### config.mk
export PLATFORM = sky130hd
export DESIGN_NAME = attn_tile_seq_flat
export DESIGN_NICKNAME = d
export VERILOG_FILES = /design/src/rtl/attn_tile_seq_if.sv /design/src/rtl/attn_tile_seq.sv /design/src/flat_wrapper.sv
export SDC_FILE = /design/constraint.sdc
export NUM_CORES = 1
export LEC_CHECK = 0
export CAP_MARGIN = 15
export CORE_MARGIN = 2
export CORE_UTILIZATION = 35
export CTS_BUF_LIST = sky130_fd_sc_hd__clkbuf_4 sky130_fd_sc_hd__clkbuf_8 sky130_fd_sc_hd__clkbuf_16
export DETAILED_ROUTE_END_ITERATION = 12
export PLACE_DENSITY = 0.62
export SETUP_SLACK_MARGIN = 0.15
export SYNTH_ARGS = -nofsm -noshare
export SYNTH_HDL_FRONTEND = slang
export SYNTH_SLANG_ARGS = --single-unit
export TNS_END_PERCENT = 100
### constraint.sdc
create_clock -name I_CLK -period 2.2 [get_ports I_CLK]
set_clock_uncertainty 0.15 [all_clocks]
set_input_delay 0.44 -clock I_CLK [delete_from_list [all_inputs] [get_ports I_CLK]]
set_output_delay 0.44 -clock I_CLK [all_outputs]
set_load 0.01 [all_outputs]
### src/rtl/attn_tile_seq_if.sv
// Sequencer <-> SA / softmax / write-back handshake and tile coordinates.
// Widths follow the tiling parameters; keep them equal to the sequencer's.
interface attn_tile_seq_if #(
  parameter int SA_R    = 16,
  parameter int SA_C    = 16,
  parameter int SEQ_LEN = 32,
  parameter int D_K     = 128,
  parameter int H_NUM   = 2
);
  localparam int RT = SEQ_LEN / SA_R;
  localparam int CT = D_K / SA_C;
  localparam int RW = (SA_R > 1) ? $clog2(SA_R) : 1;
  localparam int HW = (H_NUM > 1) ? $clog2(H_NUM) : 1;
  localparam int TW = (RT > 1) ? $clog2(RT) : 1;
  localparam int CW = (CT > 1) ? $clog2(CT) : 1;

  logic          I_ATTN_START;
  logic          I_SA_VLD;
  logic          I_SM_VLD;
  logic          O_SA_START;
  logic [1:0]    O_SA_OP;
  logic [7:0]    O_SCALE_VAL;
  logic          O_SM_START;
  logic [RW-1:0] O_SM_ROW;
  logic [7:0]    O_SM_SHIFT;
  logic [HW-1:0] O_HEAD;
  logic [TW-1:0] O_ROW_TILE;
  logic [CW-1:0] O_COL_TILE;
  logic          O_WR_EN;
  logic [HW-1:0] O_WR_HEAD;
  logic [TW-1:0] O_WR_ROW_TILE;
  logic [CW-1:0] O_WR_COL_TILE;
  logic          O_BUSY;
  logic          O_DONE;
  logic          O_PROTO_ERR;
  logic [31:0]   O_CYCLE_CNT;

  modport master (
    input  I_ATTN_START, I_SA_VLD, I_SM_VLD,
    output O_SA_START, O_SA_OP, O_SCALE_VAL,
    output O_SM_START, O_SM_ROW, O_SM_SHIFT,
    output O_HEAD, O_ROW_TILE, O_COL_TILE,
    output O_WR_EN, O_WR_HEAD,
    output O_WR_ROW_TILE, O_WR_COL_TILE,
    output O_BUSY, O_DONE, O_PROTO_ERR,
    output O_CYCLE_CNT
  );

  modport slave (
    output I_ATTN_START, I_SA_VLD, I_SM_VLD,
    input  O_SA_START, O_SA_OP, O_SCALE_VAL,
    input  O_SM_START, O_SM_ROW, O_SM_SHIFT,
    input  O_HEAD, O_ROW_TILE, O_COL_TILE,
    input  O_WR_EN, O_WR_HEAD,
    input  O_WR_ROW_TILE, O_WR_COL_TILE,
    input  O_BUSY, O_DONE, O_PROTO_ERR,
    input  O_CYCLE_CNT
  );
endinterface

### src/rtl/attn_tile_seq.sv
// Tiled multi-head attention sequencer: QK, SCALE, softmax rows, PV tiles.
// ATTN_SCALE_SHIFT_EN folds the scale into softmax and skips the SCALE op.
module attn_tile_seq #(
  parameter int SA_R      = 16,
  parameter int SA_C      = 16,
  parameter int SEQ_LEN   = 32,
  parameter int D_K       = 128,
  parameter int H_NUM     = 2,
  parameter int SCALE_VAL = 3
) (
  input  logic            I_CLK,
  input  logic            I_ASYN_RSTN,
  attn_tile_seq_if.master sif
);
  localparam int RT = SEQ_LEN / SA_R;
  localparam int CT = D_K / SA_C;
  localparam int RW = (SA_R > 1) ? $clog2(SA_R) : 1;
  localparam int HW = (H_NUM > 1) ? $clog2(H_NUM) : 1;
  localparam int TW = (RT > 1) ? $clog2(RT) : 1;
  localparam int CW = (CT > 1) ? $clog2(CT) : 1;

  localparam logic [RW-1:0] ROW_LAST = RW'(SA_R - 1);
  localparam logic [HW-1:0] H_LAST   = HW'(H_NUM - 1);
  localparam logic [TW-1:0] RT_LAST  = TW'(RT - 1);
  localparam logic [CW-1:0] CT_LAST  = CW'(CT - 1);

  typedef enum logic [3:0] {
    S_IDLE, S_QK_REQ, S_QK_WAIT, S_SC_REQ, S_SC_WAIT,
    S_SM_REQ, S_SM_WAIT, S_PV_REQ, S_PV_WAIT, S_DONE
  } state_t;

  state_t        state, state_nx;
  logic [HW-1:0] head, head_nx;
  logic [TW-1:0] rt, rt_nx;
  logic [RW-1:0] row, row_nx;
  logic [CW-1:0] col, col_nx;
  logic [1:0]    op_nx;
  logic          sa_req_nx, pv_nx;
  logic          start_ok, proto_hit;

  assign sif.O_SCALE_VAL = 8'(SCALE_VAL);
`ifdef ATTN_SCALE_SHIFT_EN
  assign sif.O_SM_SHIFT = 8'(SCALE_VAL);
`else
  assign sif.O_SM_SHIFT = 8'd0;
`endif

  always_comb begin
    state_nx = state;
    head_nx  = head;
    rt_nx    = rt;
    row_nx   = row;
    col_nx   = col;
    unique case (state)
      S_IDLE: if (sif.I_ATTN_START) begin
        state_nx = S_QK_REQ;
        head_nx  = '0;
        rt_nx    = '0;
        row_nx   = '0;
        col_nx   = '0;
      end
      S_QK_REQ: state_nx = S_QK_WAIT;
      S_QK_WAIT: if (sif.I_SA_VLD) begin
`ifdef ATTN_SCALE_SHIFT_EN
        state_nx = S_SM_REQ;
        row_nx   = '0;
`else
        state_nx = S_SC_REQ;
`endif
      end
      S_SC_REQ: state_nx = S_SC_WAIT;
      S_SC_WAIT: if (sif.I_SA_VLD) begin
        state_nx = S_SM_REQ;
        row_nx   = '0;
      end
      S_SM_REQ: state_nx = S_SM_WAIT;
      S_SM_WAIT: if (sif.I_SM_VLD) begin
        if (row == ROW_LAST) begin
          state_nx = S_PV_REQ;
          col_nx   = '0;
        end else begin
          state_nx = S_SM_REQ;
          row_nx   = row + RW'(1);
        end
      end
      S_PV_REQ: state_nx = S_PV_WAIT;
      S_PV_WAIT: if (sif.I_SA_VLD) begin
        if (col != CT_LAST) begin
          state_nx = S_PV_REQ;
          col_nx   = col + CW'(1);
        end else begin
          col_nx = '0;
          if (rt != RT_LAST) begin
            state_nx = S_QK_REQ;
            rt_nx    = rt + TW'(1);
          end else if (head != H_LAST) begin
            state_nx = S_QK_REQ;
            rt_nx    = '0;
            head_nx  = head + HW'(1);
          end else begin
            state_nx = S_DONE;
          end
        end
      end
      S_DONE:  state_nx = S_IDLE;
      default: state_nx = S_IDLE;
    endcase
  end

  always_comb begin
    sa_req_nx = state_nx inside {S_QK_REQ, S_SC_REQ, S_PV_REQ};
    pv_nx     = state_nx inside {S_PV_REQ, S_PV_WAIT};
    unique case (1'b1)
      (state_nx inside {S_SC_REQ, S_SC_WAIT}): op_nx = 2'd1;
      pv_nx:                                   op_nx = 2'd2;
      default:                                 op_nx = 2'd0;
    endcase
  end

  // A start in S_IDLE clears the sticky error; stray valids still count.
  assign start_ok  = (state == S_IDLE) && sif.I_ATTN_START;
  assign proto_hit =
      (sif.I_SA_VLD &&
       !(state inside {S_QK_WAIT, S_SC_WAIT, S_PV_WAIT})) ||
      (sif.I_SM_VLD && (state != S_SM_WAIT)) ||
      (sif.I_ATTN_START && (state != S_IDLE));

  always_ff @(posedge I_CLK or negedge I_ASYN_RSTN) begin
    if (!I_ASYN_RSTN) begin
      state             <= S_IDLE;
      head              <= '0;
      rt                <= '0;
      row               <= '0;
      col               <= '0;
      sif.O_SA_START    <= 1'b0;
      sif.O_SA_OP       <= 2'd0;
      sif.O_SM_START    <= 1'b0;
      sif.O_SM_ROW      <= '0;
      sif.O_HEAD        <= '0;
      sif.O_ROW_TILE    <= '0;
      sif.O_COL_TILE    <= '0;
      sif.O_WR_EN       <= 1'b0;
      sif.O_WR_HEAD     <= '0;
      sif.O_WR_ROW_TILE <= '0;
      sif.O_WR_COL_TILE <= '0;
      sif.O_BUSY        <= 1'b0;
      sif.O_DONE        <= 1'b0;
      sif.O_PROTO_ERR   <= 1'b0;
      sif.O_CYCLE_CNT   <= '0;
    end else begin
      state          <= state_nx;
      head           <= head_nx;
      rt             <= rt_nx;
      row            <= row_nx;
      col            <= col_nx;
      sif.O_SA_START <= sa_req_nx;
      sif.O_SA_OP    <= op_nx;
      sif.O_SM_START <= (state_nx == S_SM_REQ);
      sif.O_SM_ROW   <= row_nx;
      sif.O_HEAD     <= head_nx;
      sif.O_ROW_TILE <= rt_nx;
      sif.O_COL_TILE <= pv_nx ? col_nx : '0;
      sif.O_BUSY     <= (state_nx != S_IDLE);
      sif.O_DONE     <= (state_nx == S_DONE);
      sif.O_WR_EN    <= (state == S_PV_WAIT) && sif.I_SA_VLD;
      if ((state == S_PV_WAIT) && sif.I_SA_VLD) begin
        sif.O_WR_HEAD     <= head;
        sif.O_WR_ROW_TILE <= rt;
        sif.O_WR_COL_TILE <= col;
      end
      sif.O_PROTO_ERR <= (start_ok ? 1'b0 : sif.O_PROTO_ERR) | proto_hit;
      if (start_ok)
        sif.O_CYCLE_CNT <= '0;
      else if ((state != S_IDLE) && (sif.O_CYCLE_CNT != '1))
        sif.O_CYCLE_CNT <= sif.O_CYCLE_CNT + 32'd1;
    end
  end
endmodule

### src/flat_wrapper.sv
// flat-port wrapper written by rule: the top's interface ports become plain ports
module attn_tile_seq_flat 
#(
  parameter int SA_R      = 16,
  parameter int SA_C      = 16,
  parameter int SEQ_LEN   = 32,
  parameter int D_K       = 128,
  parameter int H_NUM     = 2,
  parameter int SCALE_VAL = 3
)
  (I_CLK, I_ASYN_RSTN, sif_I_ATTN_START, sif_I_SA_VLD, sif_I_SM_VLD, sif_O_SA_START, sif_O_SA_OP, sif_O_SCALE_VAL, sif_O_SM_START, sif_O_SM_ROW, sif_O_SM_SHIFT, sif_O_HEAD, sif_O_ROW_TILE, sif_O_COL_TILE, sif_O_WR_EN, sif_O_WR_HEAD, sif_O_WR_ROW_TILE, sif_O_WR_COL_TILE, sif_O_BUSY, sif_O_DONE, sif_O_PROTO_ERR, sif_O_CYCLE_CNT);
  attn_tile_seq_if #(.SA_R(SA_R), .SA_C(SA_C), .SEQ_LEN(SEQ_LEN), .D_K(D_K), .H_NUM(H_NUM)) sif_i ();
  input  logic I_CLK;
  input  logic I_ASYN_RSTN;
  input wire logic [$bits(sif_i.I_ATTN_START)-1:0] sif_I_ATTN_START;
  input wire logic [$bits(sif_i.I_SA_VLD)-1:0] sif_I_SA_VLD;
  input wire logic [$bits(sif_i.I_SM_VLD)-1:0] sif_I_SM_VLD;
  output wire logic [$bits(sif_i.O_SA_START)-1:0] sif_O_SA_START;
  output wire logic [$bits(sif_i.O_SA_OP)-1:0] sif_O_SA_OP;
  output wire logic [$bits(sif_i.O_SCALE_VAL)-1:0] sif_O_SCALE_VAL;
  output wire logic [$bits(sif_i.O_SM_START)-1:0] sif_O_SM_START;
  output wire logic [$bits(sif_i.O_SM_ROW)-1:0] sif_O_SM_ROW;
  output wire logic [$bits(sif_i.O_SM_SHIFT)-1:0] sif_O_SM_SHIFT;
  output wire logic [$bits(sif_i.O_HEAD)-1:0] sif_O_HEAD;
  output wire logic [$bits(sif_i.O_ROW_TILE)-1:0] sif_O_ROW_TILE;
  output wire logic [$bits(sif_i.O_COL_TILE)-1:0] sif_O_COL_TILE;
  output wire logic [$bits(sif_i.O_WR_EN)-1:0] sif_O_WR_EN;
  output wire logic [$bits(sif_i.O_WR_HEAD)-1:0] sif_O_WR_HEAD;
  output wire logic [$bits(sif_i.O_WR_ROW_TILE)-1:0] sif_O_WR_ROW_TILE;
  output wire logic [$bits(sif_i.O_WR_COL_TILE)-1:0] sif_O_WR_COL_TILE;
  output wire logic [$bits(sif_i.O_BUSY)-1:0] sif_O_BUSY;
  output wire logic [$bits(sif_i.O_DONE)-1:0] sif_O_DONE;
  output wire logic [$bits(sif_i.O_PROTO_ERR)-1:0] sif_O_PROTO_ERR;
  output wire logic [$bits(sif_i.O_CYCLE_CNT)-1:0] sif_O_CYCLE_CNT;
  assign sif_i.I_ATTN_START = sif_I_ATTN_START;
  assign sif_i.I_SA_VLD = sif_I_SA_VLD;
  assign sif_i.I_SM_VLD = sif_I_SM_VLD;
  assign sif_O_SA_START = sif_i.O_SA_START;
  assign sif_O_SA_OP = sif_i.O_SA_OP;
  assign sif_O_SCALE_VAL = sif_i.O_SCALE_VAL;
  assign sif_O_SM_START = sif_i.O_SM_START;
  assign sif_O_SM_ROW = sif_i.O_SM_ROW;
  assign sif_O_SM_SHIFT = sif_i.O_SM_SHIFT;
  assign sif_O_HEAD = sif_i.O_HEAD;
  assign sif_O_ROW_TILE = sif_i.O_ROW_TILE;
  assign sif_O_COL_TILE = sif_i.O_COL_TILE;
  assign sif_O_WR_EN = sif_i.O_WR_EN;
  assign sif_O_WR_HEAD = sif_i.O_WR_HEAD;
  assign sif_O_WR_ROW_TILE = sif_i.O_WR_ROW_TILE;
  assign sif_O_WR_COL_TILE = sif_i.O_WR_COL_TILE;
  assign sif_O_BUSY = sif_i.O_BUSY;
  assign sif_O_DONE = sif_i.O_DONE;
  assign sif_O_PROTO_ERR = sif_i.O_PROTO_ERR;
  assign sif_O_CYCLE_CNT = sif_i.O_CYCLE_CNT;
  attn_tile_seq #(.SA_R(SA_R), .SA_C(SA_C), .SEQ_LEN(SEQ_LEN), .D_K(D_K), .H_NUM(H_NUM), .SCALE_VAL(SCALE_VAL)) u_core (.I_CLK(I_CLK), .I_ASYN_RSTN(I_ASYN_RSTN), .sif(sif_i));
endmodule
**Word level (Yosys, flattened, before mapping)**

Index checks and enable logic that the tools add are counted.

- Word-level logic and storage cells: 108
- Output and inout bits: 70
- Bits in registers: 61
- Bits of input ports: 5

- Reduce and logical (&&, ||, !) cells: 22
- Mux-type cells: 37
- Add/subtract/negate cells: 5
- Bitwise operators: 1
- Equal/unequal tests: 26

Operators by type and width:

| cell | number |
|---|---|
| $mux 32 | 2 |
| $mux 4 | 12 |
| $pmux 4 s9 | 1 |
| $add 32x1->32 const B | 1 |
| $ne 32x32->1 const B | 1 |
| $eq 4x3->1 const B | 7 |
| $mux 3 | 6 |
| $eq 4x4->1 const B | 4 |
| $eq 4x2->1 const B | 3 |
| $ne 2x2->1 const B | 6 |
| $pmux 4 s3 | 1 |
| $mux 1 | 10 |
| $reduce_and 5->1 | 2 |
| $pmux 3 s3 | 1 |
| $reduce_bool 3->1 | 3 |
| $eq 4x1->1 const B | 2 |
| $reduce_bool 2->1 | 4 |
| $reduce_bool 4->1 | 2 |
| $logic_and 1x1->1 | 6 |
| $add 4x1->4 const B | 1 |
| $logic_not 4->1 | 1 |
| $ne 4x3->1 const B | 1 |
| $pmux 1 s2 | 2 |
| $pmux 2 s2 | 1 |
| 9 further kinds | 11 |

**Longest topological paths before layout**

- Word-level depth: 8
- Depth in mapped cells: 9
- Mapped depth without buffers: 8

**Worst setup path after synthesis**

OpenSTA, ideal clock, no wires.

- Kind: flip-flop to flip-flop
- Start point: register u_core.sif.O_CYCLE_CNT[8]
- End point: register u_core.sif.O_CYCLE_CNT[26]
- Buffers on the path: 2
- Setup slack: 46 ps
- Cell stages (with the launch flop): 8
- Setup time: 78 ps
- Arrival time: 1926 ps
- Clock period less this slack: 2154 ps
- Data required time: 1972 ps
- Cell sequence: dfrtp_1 > buf_2 > nand4_1 > or3_1 > buf_2 > a2111o_1 > or3_1 > a21oi_1

- Longest elaborated chain between the ends: 3

Ends and longest elaborated chain:

| what | line | source |
|---|---|---|
| from (decl) | attn_tile_seq_if.sv:46 | `output O_CYCLE_CNT` |
| from (signal assigned) | attn_tile_seq.sv:175 | `sif.O_CYCLE_CNT <= sif.O_CYCLE_CNT + 32'd1;` |
| $add 32x1->32 / $ne 32x32->1 (equally long branches) | attn_tile_seq.sv:175, attn_tile_seq.sv:174 |  |
| $mux 32 / $logic_and 1x1->1 (equally long branches) | attn_tile_seq.sv:174 | `else if ((state != S_IDLE) && (sif.O_CYCLE_CNT != '1))` |
| $mux 32 / $reduce_bool 2->1 (equally long branches) | - |  |

Parallel ways exist; a longest one is shown, timed or not. The select of a mux whose other input is x is not followed.
A chain may end at the register's enable or synchronous reset.

**Final worst setup path**

- Start point: register u_core.sif.O_CYCLE_CNT[0]
- End point: output sif_O_CYCLE_CNT[0]

RTL lines:

| what | line | source |
|---|---|---|
| to (decl) | flat_wrapper.sv:34 | `output wire logic [$bits(sif_i.O_CYCLE_CNT)-1:0] sif_O_CYCLE_CNT;` |

No word-level cell between the ends.

==> flow_metrics.py <==
metrics = {
    "worst_setup_path": {
        "worst_reg_to_reg_setup_slack_ns": 0.20,
        "crit_arrival_ns": 1.41,
        "reg2reg_depth": 5,
        "crit-reg2reg-launch": "u_core.sif.O_CYCLE_CNT[14]",
        "worstSetupEndpointType": "output port",
        "worstSetupEndpoint": "sif_O_CYCLE_CNT[0]",
        "worst_setup_path_start_kind": "register",
        "cp_data_required_time_ns": 1.61,
        "maximum_fanout_encountered_on_the_critical_timing_path": 4,
        "critical_path_class": "register to output port",
        "critPathLaunch": "u_core.sif.O_CYCLE_CNT[0]",
        "worst_r2r_endpoint": "u_core.sif.O_CYCLE_CNT[28]",
    },
    "place": {
        "gpl.final_weighted_congestion": 0.868,
        "post-dp-hpwl_um": 5880,
        "port-buffer-count": 58,
    },
    "route": {
        "via_count": 2992,
        "firstDrtPassIters": 4,
        "drt.antenna.violating_nets": 0,
        "drc": 0,
        "route.detailed.vias_per_inst": 5.28,
        "detailedRoute.firstIterationViolations": 137,
        "wl_per_cell_um": 14.9,
        "finalWirelength_um": 8470,
    },
    "cells_and_area": {
        "fillers": 841,
        "post_route_cells_drive_above_1_share_pct": 20.2,
        "area_taken_by_multi_input_logic_gates_mm2": 0.00172,
        "layout-area-overhead-vs-synth_pct": 40.6,
        "ff_latch_area_mm2": 0.00153,
        "nets": 460,
        "fin_util_pct": 50.4,
        "antenna-diode-count": 0,
    },
    "synth": {
        "synth_top_cell_area_share_pct": 46.6,
        "synth_common_cells": "dfrtp_1 (61), nand2_1 (56), o21ai_0 (19)",
        "synth.distinct_cells": 50,
        "synth.yosys.warnings": 0,
        "netlist_top_cells_area": "dfrtp_1 (47%), nand2_1 (6.4%), buf_4 (4.1%), mux2i_1 (3.4%), nand4_1 (3.1%)",
        "synth_most_common_cell": "dfrtp_1",
        "synth_area_mm2": 0.00328,
        "syn_avg_cell_area_um2": 9.29,
        "number_of_enable_type_register_cells_in_the_synthesized_netlist": 0,
        "dominantRegCellSynth": "dfrtp_1",
        "synthArstFlopShare_pct": 100,
        "synth_cells": 353,
        "synthDominantAreaCellType": "dfrtp_1",
        "ys_seq_elements": 61,
        "synth-seq-area-share_pct": 46.6,
    },
    "clocking": {
        "cts_clock_pin_slew_for_the_worst_setup_and_hold_paths_ns": 0.08,
        "clockBufferDepth": 2,
        "worst_skew_pair.late_latency_ns": 0.34,
        "cts_sinks": 61,
        "tritoncts_clock_tree": "yes",
        "cts_inserted_buffers": 9,
        "clock_tree.root_cell": "clkbuf_8",
        "htree_levels": 3,
    },
    "grt": {
        "vias_in_the_first_global_route": 2883,
        "grt_max_degree": 62,
        "global_route_wire_length_before_repair_um": 13600,
        "globalRoute.totalOverflow": 0,
        "grtUsageTotal_pct": 16.9,
        "initial_antenna_violation_count": 0,
    },
    "sta": {
        "final-setup-viol-count": 0,
        "hold_viol_final": 0,
        "fmax_mhz": 499,
        "total_neg_setup_slack_ns": 0,
        "report.final.slew_viol_count": 0,
        "min_period_over_period_pct": 91.1,
        "rsz0062_at_grt": "yes",
        "final.min_clock_period_ns": 2.00,
    },
    "die": {
        "placement_rows": 35,
        "height_of_the_die_um": 101,
        "core_area_mm2": 0.00915,
        "die_width_um": 101,
        "start_util_pct": 35.8,
        "boundaryPins": 75,
        "dieArea_mm2": 0.0102,
    },
    "hold_path": {
        "hold_path.class": "register to register",
    },
    "pwr": {
        "p_leak_nw": 2.07,
        "power.ir.vdd_worst_mv": 0.612,
        "p_per_area_mw_per_mm2": 902,
    },
    "run": {
        "cap_violations": 0,
    },
    "run_status": {
        "outcome": "completed",
    },
}
critical path, cell delays in order (launching register included):
cell             delay (ns)
dfrtp_1                0.40
buf_4                  0.14
clkdlybuf4s50_1        0.53
worst min path at each step:
stage / cells past startpoint / startpoint / end / slack (ns)
after floorplan: 0 / I_ASYN_RSTN / u_core.col[0] / -0.006
after CTS: 2 / u_core.sif.O_WR_HEAD / u_core.sif.O_WR_HEAD / 0.34
after global placement: 2 / u_core.sif.O_WR_COL_TILE[2] / u_core.sif.O_WR_COL_TILE[2] / 0.31
after global routing: 2 / u_core.sif.O_WR_ROW_TILE / u_core.sif.O_WR_ROW_TILE / 0.37
final: 2 / u_core.sif.O_WR_ROW_TILE / u_core.sif.O_WR_ROW_TILE / 0.34
after detailed placement: 2 / u_core.sif.O_WR_COL_TILE[2] / u_core.sif.O_WR_COL_TILE[2] / 0.32
state kept, by name, indices dropped and copies added, names as in the netlist, 2 cells and up:
| register | cells |
|---|---|
| u_core.sif.O_SM_ROW | 4 |
| u_core.sif.O_COL_TILE | 3 |
| u_core.sif.O_SA_OP | 2 |
| u_core.col | 3 |
| u_core.sif.O_CYCLE_CNT | 32 |
| u_core.sif.O_WR_COL_TILE | 3 |
| u_core.state | 4 |
logic make-up after synthesis:
logic type,Yosys count,share of synthesized area [%]
AO/OA/AOI/OAI,64,12.4
XOR/XNOR,7,1.87
adder cells (fa/ha/maj),4,1.53
buffers and inverters,37,6.53
flip-flops,61,46.6
multiplexers,11,3.36
other,2,0.229
AND/OR/NAND/NOR,167,27.5
through the flow:
| stage | instances | hold slack (ns) | setup WS [ns] | cell area, µm² | power (mW) |
|---|---|---|---|---|---|
| 2_1_floorplan | 367 | -0.00559 | 0.0656 | 3340 | 2.24 |
| 6_report | 567 | 0.337 | 0.195 | 4610 | 4.16 |
| 4_1_cts | 563 | 0.343 | 0.148 | 4480 | 4.13 |
| 3_5_place_dp | 544 | 0.315 | -0.00964 | 4180 | 2.92 |
| 3_3_place_gp | 544 | 0.309 | 0.0331 | 4180 | 2.89 |
| 5_1_grt | 567 | 0.370 | 0.110 | 4610 | 4.42 |
metal layers:
layer	vias to the layer above	global-route usage (%)	part of all wire, %
li1	1449	-	-
met1	1469	21.7	46
met2	63	27.4	48
met3	11	3.68	3.9
met4	0	7.06	1.4
met5	-	0	0
cell type report:
type / instances / area share, %
multi-input cells: 269 / 37.3
flip-flops and latches: 61 / 33.2
repair buffers: 105 / 21.1
well taps: 111 / 3.01
clock buffers: 10 / 2.99
clock inverters: 6 / 2.04
inverters: 5 / 0.407
layout by cell type (no fill, tap or decap), drive strengths merged, types with 3 or more instances in the layout:
| cell | Yosys | routed |
|---|---|---|
| or4 | 7 | 7 |
| buf | 23 | 47 |
| and4 | 4 | 4 |
| conb | 2 | 16 |
| clkbuf | 9 | 10 |
| o31ai | 8 | 8 |
| o21ai | 19 | 19 |
| xnor2 | 4 | 4 |
| mux2i | 11 | 11 |
| inv | 5 | 7 |
| nand2 | 56 | 56 |
| nor2 | 13 | 13 |
| and3 | 8 | 8 |
| xor2 | 3 | 3 |
| a21oi | 18 | 18 |
| nor3 | 10 | 10 |
| nor2b | 4 | 4 |
| clkdlybuf4s50 | 0 | 56 |
| or3 | 11 | 11 |
| nand4 | 16 | 16 |
| dfrtp | 61 | 61 |
| nand2b | 6 | 6 |
| nand3 | 15 | 15 |
| ha | 4 | 4 |
| nor4 | 6 | 6 |
what timing repair did:
action	CTS	global route
setup buffers	2	4
endpoints found under the hold margin	61	0
hold buffers	1	0
setup endpoints to repair	16	24
resized for setup	10	18
pin swaps	5	5
report_power, final:
part | internal (mW) | switching (mW)
sequential | 1.29 | 0.148
clock | 0.679 | 0.499
combinational | 0.714 | 0.835
Note: power is estimated with default switching activity, not from simulation.
==> RTL edit 1 (config.mk and constraints unchanged) <==
Reset style: synchronous (`I_ASYN_RSTN`), changed in one clocked block.
--- a/src/rtl/attn_tile_seq.sv
+++ b/src/rtl/attn_tile_seq.sv
@@ -126,5 +126,5 @@
       (sif.I_ATTN_START && (state != S_IDLE));
 
-  always_ff @(posedge I_CLK or negedge I_ASYN_RSTN) begin
+  always_ff @(posedge I_CLK) begin
     if (!I_ASYN_RSTN) begin
       state             <= S_IDLE;
Formal check against the unedited RTL: differs if I_ASYN_RSTN is asserted again (counterexample within 4 cycles, from zero or initial values and one cycle with I_ASYN_RSTN low); with I_ASYN_RSTN held inactive, the same outputs for 10 cycles.
==> RTL edit 1 against the unedited design <==
  * The run now ends with setup timing left
  * Critical path type is now flop to flop
  * Final area is 7.7% higher
  * Area after synthesis is 5.4% lower
  * Sequential cell count stayed put
  * Global-route usage is 1.2 points higher
  * Die area is 5.2% lower
  * Highest routed layer unchanged
  * Wire length is 6.0% higher
  * Setup slack worse by 0.21 ns
  * First-iteration DRC count stayed put
  * Synthesized cell count is 6.2% higher
  * Count of clock-buffer cells in the layout is 2 higher
  * Hold slack worse by 0.012 ns
  * Fmax is 9.4% lower
Power is not compared: it rests on default switching activity, and its combinational part moved more than twofold at a synthesized area within 25%.
==> RTL edit 1: results (changes against the unedited design) <==
Status:
- Status: finished with violations (was finished clean).
- The final reports fail on setup timing.

Routing:
- The total length of routed met2 wires is 4700 um (was 4090 um).
- The total detailed-routing wirelength is 8970 um (was 8470 um).
- The number of vias after detailed routing was 3279 (was 2992).
- The wire length the detailed router placed on met1 is 3670 um (was 3940 um).
- The detailed route wirelength on metal3 is 478 um (was 328 um).

Global routing:
- The largest net degree at the start of global routing came to 17 (was 62).
- The number of global-route vias before repair is 3163 (was 2883).
- The met2 usage in global routing is 31.7% (was 27.4%).
- The total global-route track usage is 18.1% (was 16.9%).
- The met1 track utilization from global routing came to 20.4% (was 21.7%).
- The global-route wire length before repair is 14300 um (was 13600 um).

Place:
- The post-placement cell count was 589 (was 544).
- The area of placed instances is 4290 um2 (was 4180 um2).
- The post-place setup slack is -0.410 ns (was -0.00964 ns).
- The final HPWL from detailed placement was 6190 um (was 5880 um).
- The final weighted congestion in routability-driven placement is 0.842 (was 0.868).

Timing:
- The sum of negative setup slack is -0.0198 ns (was 0 ns).
- The minimum setup slack in the final design came to -0.0120 ns (was 0.195 ns).
- The count of final setup violators came to 2 (was 0).
- The worst hold margin is 0.325 ns (was 0.337 ns).

Logic synthesis:
- The share of flip-flops with an asynchronous set or reset is 0% (was 100%).
- The count of different cell masters after synthesis came to 55 (was 50).
- The share of the yosys chip area belonging to registers was 39.4% (was 46.6%).
- Most common library cells after synthesis: 61 x sky130_fd_sc_hd__dfxtp_1, 33 x sky130_fd_sc_hd__nand2_1, 30 x sky130_fd_sc_hd__a21oi_1, 29 x sky130_fd_sc_hd__o21ai_0 (was 61 x sky130_fd_sc_hd__dfrtp_1, 56 x sky130_fd_sc_hd__nand2_1, 19 x sky130_fd_sc_hd__o21ai_0, 18 x sky130_fd_sc_hd__a21oi_1, 18 x sky130_fd_sc_hd__buf_4).
- The leading register cell type out of synthesis is sky130_fd_sc_hd__dfxtp_1 (was sky130_fd_sc_hd__dfrtp_1).
- Most area-consuming cells after synthesis: sky130_fd_sc_hd__dfxtp_1 39%, sky130_fd_sc_hd__a21oi_1 4.8%, sky130_fd_sc_hd__o21ai_0 4.7%, sky130_fd_sc_hd__nand2_1 4.0%, sky130_fd_sc_hd__buf_4 3.9% (was sky130_fd_sc_hd__dfrtp_1 47%, sky130_fd_sc_hd__nand2_1 6.4%, sky130_fd_sc_hd__buf_4 4.1%, sky130_fd_sc_hd__mux2i_1 3.4%, sky130_fd_sc_hd__nand4_1 3.1%).

Worst setup path:
- The critical-path cell with the highest stage delay is sky130_fd_sc_hd__or4_4 (was sky130_fd_sc_hd__clkdlybuf4s50_1).
- The peak per-stage delay on the critical path is 0.57 ns (was 0.53 ns).

Finish:
- The final net count is 522 (was 460).
==> RTL edit 1: timing repair <==
item / in CTS / in global routing
cloned: 0 / 1
setup buffers: 11 / 9
endpoints found under the hold margin: 0 / 0
setup endpoints to repair: 21 / 45
pin swaps: 5 / 21
resized for setup: 15 / 63
==> RTL edit 1: cells by family (layout without fill, tap and decap cells) <==
logic type	after synthesis	count (layout)	share of synthesized area, %
compound gates	95	95	18.6
mux	9	9	2.94
other cells	2	16	0.242
simple gates	157	157	28.3
buf+inv	41	170	7.18
xor+xnor	6	6	1.69
fa+ha+maj	4	4	1.61
flops	61	61	39.4
==> RTL edit 1: layout make-up <==
cell class	instances	area [um2]	share of cell area, %
Tap cell	108	135	2.72
Clock inverter	4	70.1	1.41
Sequential cell	61	1270	25.6
Multi-Input combinational cell	287	2000	40.4
Inverter	10	37.5	0.756
Timing Repair Buffer	144	1290	25.9
Clock buffer	12	159	3.20
==> RTL edit 1: power breakdown <==
| group | switching, mW | internal (mW) |
|---|---|---|
| sequential | 0.0174 | 1.13 |
| combinational | 0.237 | 0.218 |
| clock | 0.442 | 0.709 |
==> RTL edit 1: critical path, delay by kind of cell, from the launching register on <==
kind	cells	cell delay (ns)
AOI/OAI and AO/OA	1	0.12
and+or+nand+nor	4	1.50
DFF	1	0.39
==> RTL edit 1: path summary, 6_finish.rpt <==
kind                          startpoint                           to  cells past startpoint
max           u_core.sif.O_CYCLE_CNT[18]   u_core.sif.O_CYCLE_CNT[26]                      5
min reg2reg  u_core.sif.O_WR_COL_TILE[2]  u_core.sif.O_WR_COL_TILE[2]                      2
max reg2reg   u_core.sif.O_CYCLE_CNT[18]   u_core.sif.O_CYCLE_CNT[26]                      5
min          u_core.sif.O_WR_COL_TILE[2]  u_core.sif.O_WR_COL_TILE[2]                      2
==> RTL edit 2 (same settings) <==
Made on the original files. `SA_C` is set to 16 in 3 places; all go to 32.
--- a/src/rtl/attn_tile_seq_if.sv
+++ b/src/rtl/attn_tile_seq_if.sv
@@ -3,5 +3,5 @@
 interface attn_tile_seq_if #(
   parameter int SA_R    = 16,
-  parameter int SA_C    = 16,
+  parameter int SA_C    = 32,
   parameter int SEQ_LEN = 32,
   parameter int D_K     = 128,
--- a/src/rtl/attn_tile_seq.sv
+++ b/src/rtl/attn_tile_seq.sv
@@ -3,5 +3,5 @@
 module attn_tile_seq #(
   parameter int SA_R      = 16,
-  parameter int SA_C      = 16,
+  parameter int SA_C      = 32,
   parameter int SEQ_LEN   = 32,
   parameter int D_K       = 128,
--- a/src/flat_wrapper.sv
+++ b/src/flat_wrapper.sv
@@ -3,5 +3,5 @@
 #(
   parameter int SA_R      = 16,
-  parameter int SA_C      = 16,
+  parameter int SA_C      = 32,
   parameter int SEQ_LEN   = 32,
   parameter int D_K       = 128,
Ports: changed (resized sif_O_COL_TILE and sif_O_WR_COL_TILE); port bits go from 75 to 73. No check against the original RTL was run, so the function may have changed too.
==> RTL edit 2 against the unedited design <==
  * The run now ends with setup timing left
  * Power up 2.3%
  * Area after synthesis down 3.1%
  * Setup slack worse by 0.26 ns
  * Fmax down 11%
  * Synthesized cell count down 2.8%
  * Final area up 5.5%
  * Sequential cell count down 3
  * Largest power group unchanged
  * Wire length up 12%
==> RTL edit 2: results (changes against the unedited design) <==
Routing:
- The total length of routed met2 wires was 4840 um (was 4090 um).
- The initial DRC count came to 165 (was 137).
- The total detailed-routing wirelength is 9460 um (was 8470 um).
- The ratio of routed vias to standard cells was 5.41 (was 5.28).
- The wire length the detailed router placed on met1 is 3930 um (was 3940 um).

Worst setup path:
- The worst endpoint data arrival time was 2.38 ns (was 1.41 ns).
- The largest fanout on the critical path was 6 (was 4).
- The peak per-stage delay on the critical path is 0.56 ns (was 0.53 ns).
- The critical path class is flop to flop (was flop to primary output).
- The endpoint of the most critical setup path was u_core.sif.O_CYCLE_CNT[30] (was sif_O_CYCLE_CNT[0]).
- The critical-path cell with the highest stage delay is sky130_fd_sc_hd__or4_4 (was sky130_fd_sc_hd__clkdlybuf4s50_1).
- The kind of cell adding the most delay to the critical path is simple AND/OR/NAND/NOR gates (was buffers and inverters).

Clocking:
- The post-CTS resize count is 38 (was 10).

Finish:
- The layout inverter count without the clock tree came to 8 (was 5).
- The sequential standard cell area came to 1470 um2 (was 1530 um2).
- The layout cell share with drive strength beyond 1 was 34.3% (was 20.2%).
- The non-clock buffer contribution to total cell area is 25.7% (was 21.1%).
- The number of filler cells placed in the layout was 789 (was 841).

Status:
- Status: finished with violations (was finished clean).
- The checks that failed: setup timing.

Power and ir drop:
- The maximum vdd drop is 669 uV (was 612 uV).
- The cell leakage power was 2.16 nW (was 2.07 nW).

Timing:
- The worst hold margin is 0.328 ns (was 0.337 ns).
- The count of final setup violators was 3 (was 0).
- The minimum setup slack in the final design is -0.0647 ns (was 0.195 ns).

Logic synthesis:
- The proportion of synthesized area in mux cells came to 2.24% (was 3.36%).
- The count of different cell masters after synthesis is 54 (was 50).
- The share of the yosys chip area belonging to registers is 45.7% (was 46.6%).
- The per-instance average area after synthesis was 9.27 um2 (was 9.29 um2).
- The post-synthesis compound-gate area fraction is 16.4% (was 12.4%).

Global routing:
- The total global-route track usage is 19.3% (was 16.9%).
- The met1 track utilization from global routing was 23.8% (was 21.7%).

Place:
- The final weighted congestion in routability-driven placement came to 0.894 (was 0.868).
- The number of port buffers came to 56 (was 58).
- The area of placed instances is 4310 um2 (was 4180 um2).
- The final HPWL from detailed placement came to 6260 um (was 5880 um).

Worst hold path:
- The hold path endpoint is u_core.sif.O_WR_HEAD (was u_core.sif.O_WR_ROW_TILE).
## RTL edit 2: changes by cell type after synthesis, moves of 4 or more
cell,before,now
sky130_fd_sc_hd__a21oi_1,18,23
sky130_fd_sc_hd__mux2i_1,11,6
sky130_fd_sc_hd__nand2_1,56,40
sky130_fd_sc_hd__nand4_1,16,8
sky130_fd_sc_hd__nor3_1,6,11
sky130_fd_sc_hd__nor3_2,4,0
sky130_fd_sc_hd__o211ai_1,2,6
sky130_fd_sc_hd__o21ai_0,19,23
sky130_fd_sc_hd__o41ai_1,0,4
## RTL edit 2: power by group
| group | internal, mW | switching [mW] | total (mW) |
|---|---|---|---|
| sequential | 1.24 | 0.156 | 1.40 |
| combinational | 0.835 | 0.917 | 1.75 |
| clock | 0.635 | 0.472 | 1.11 |
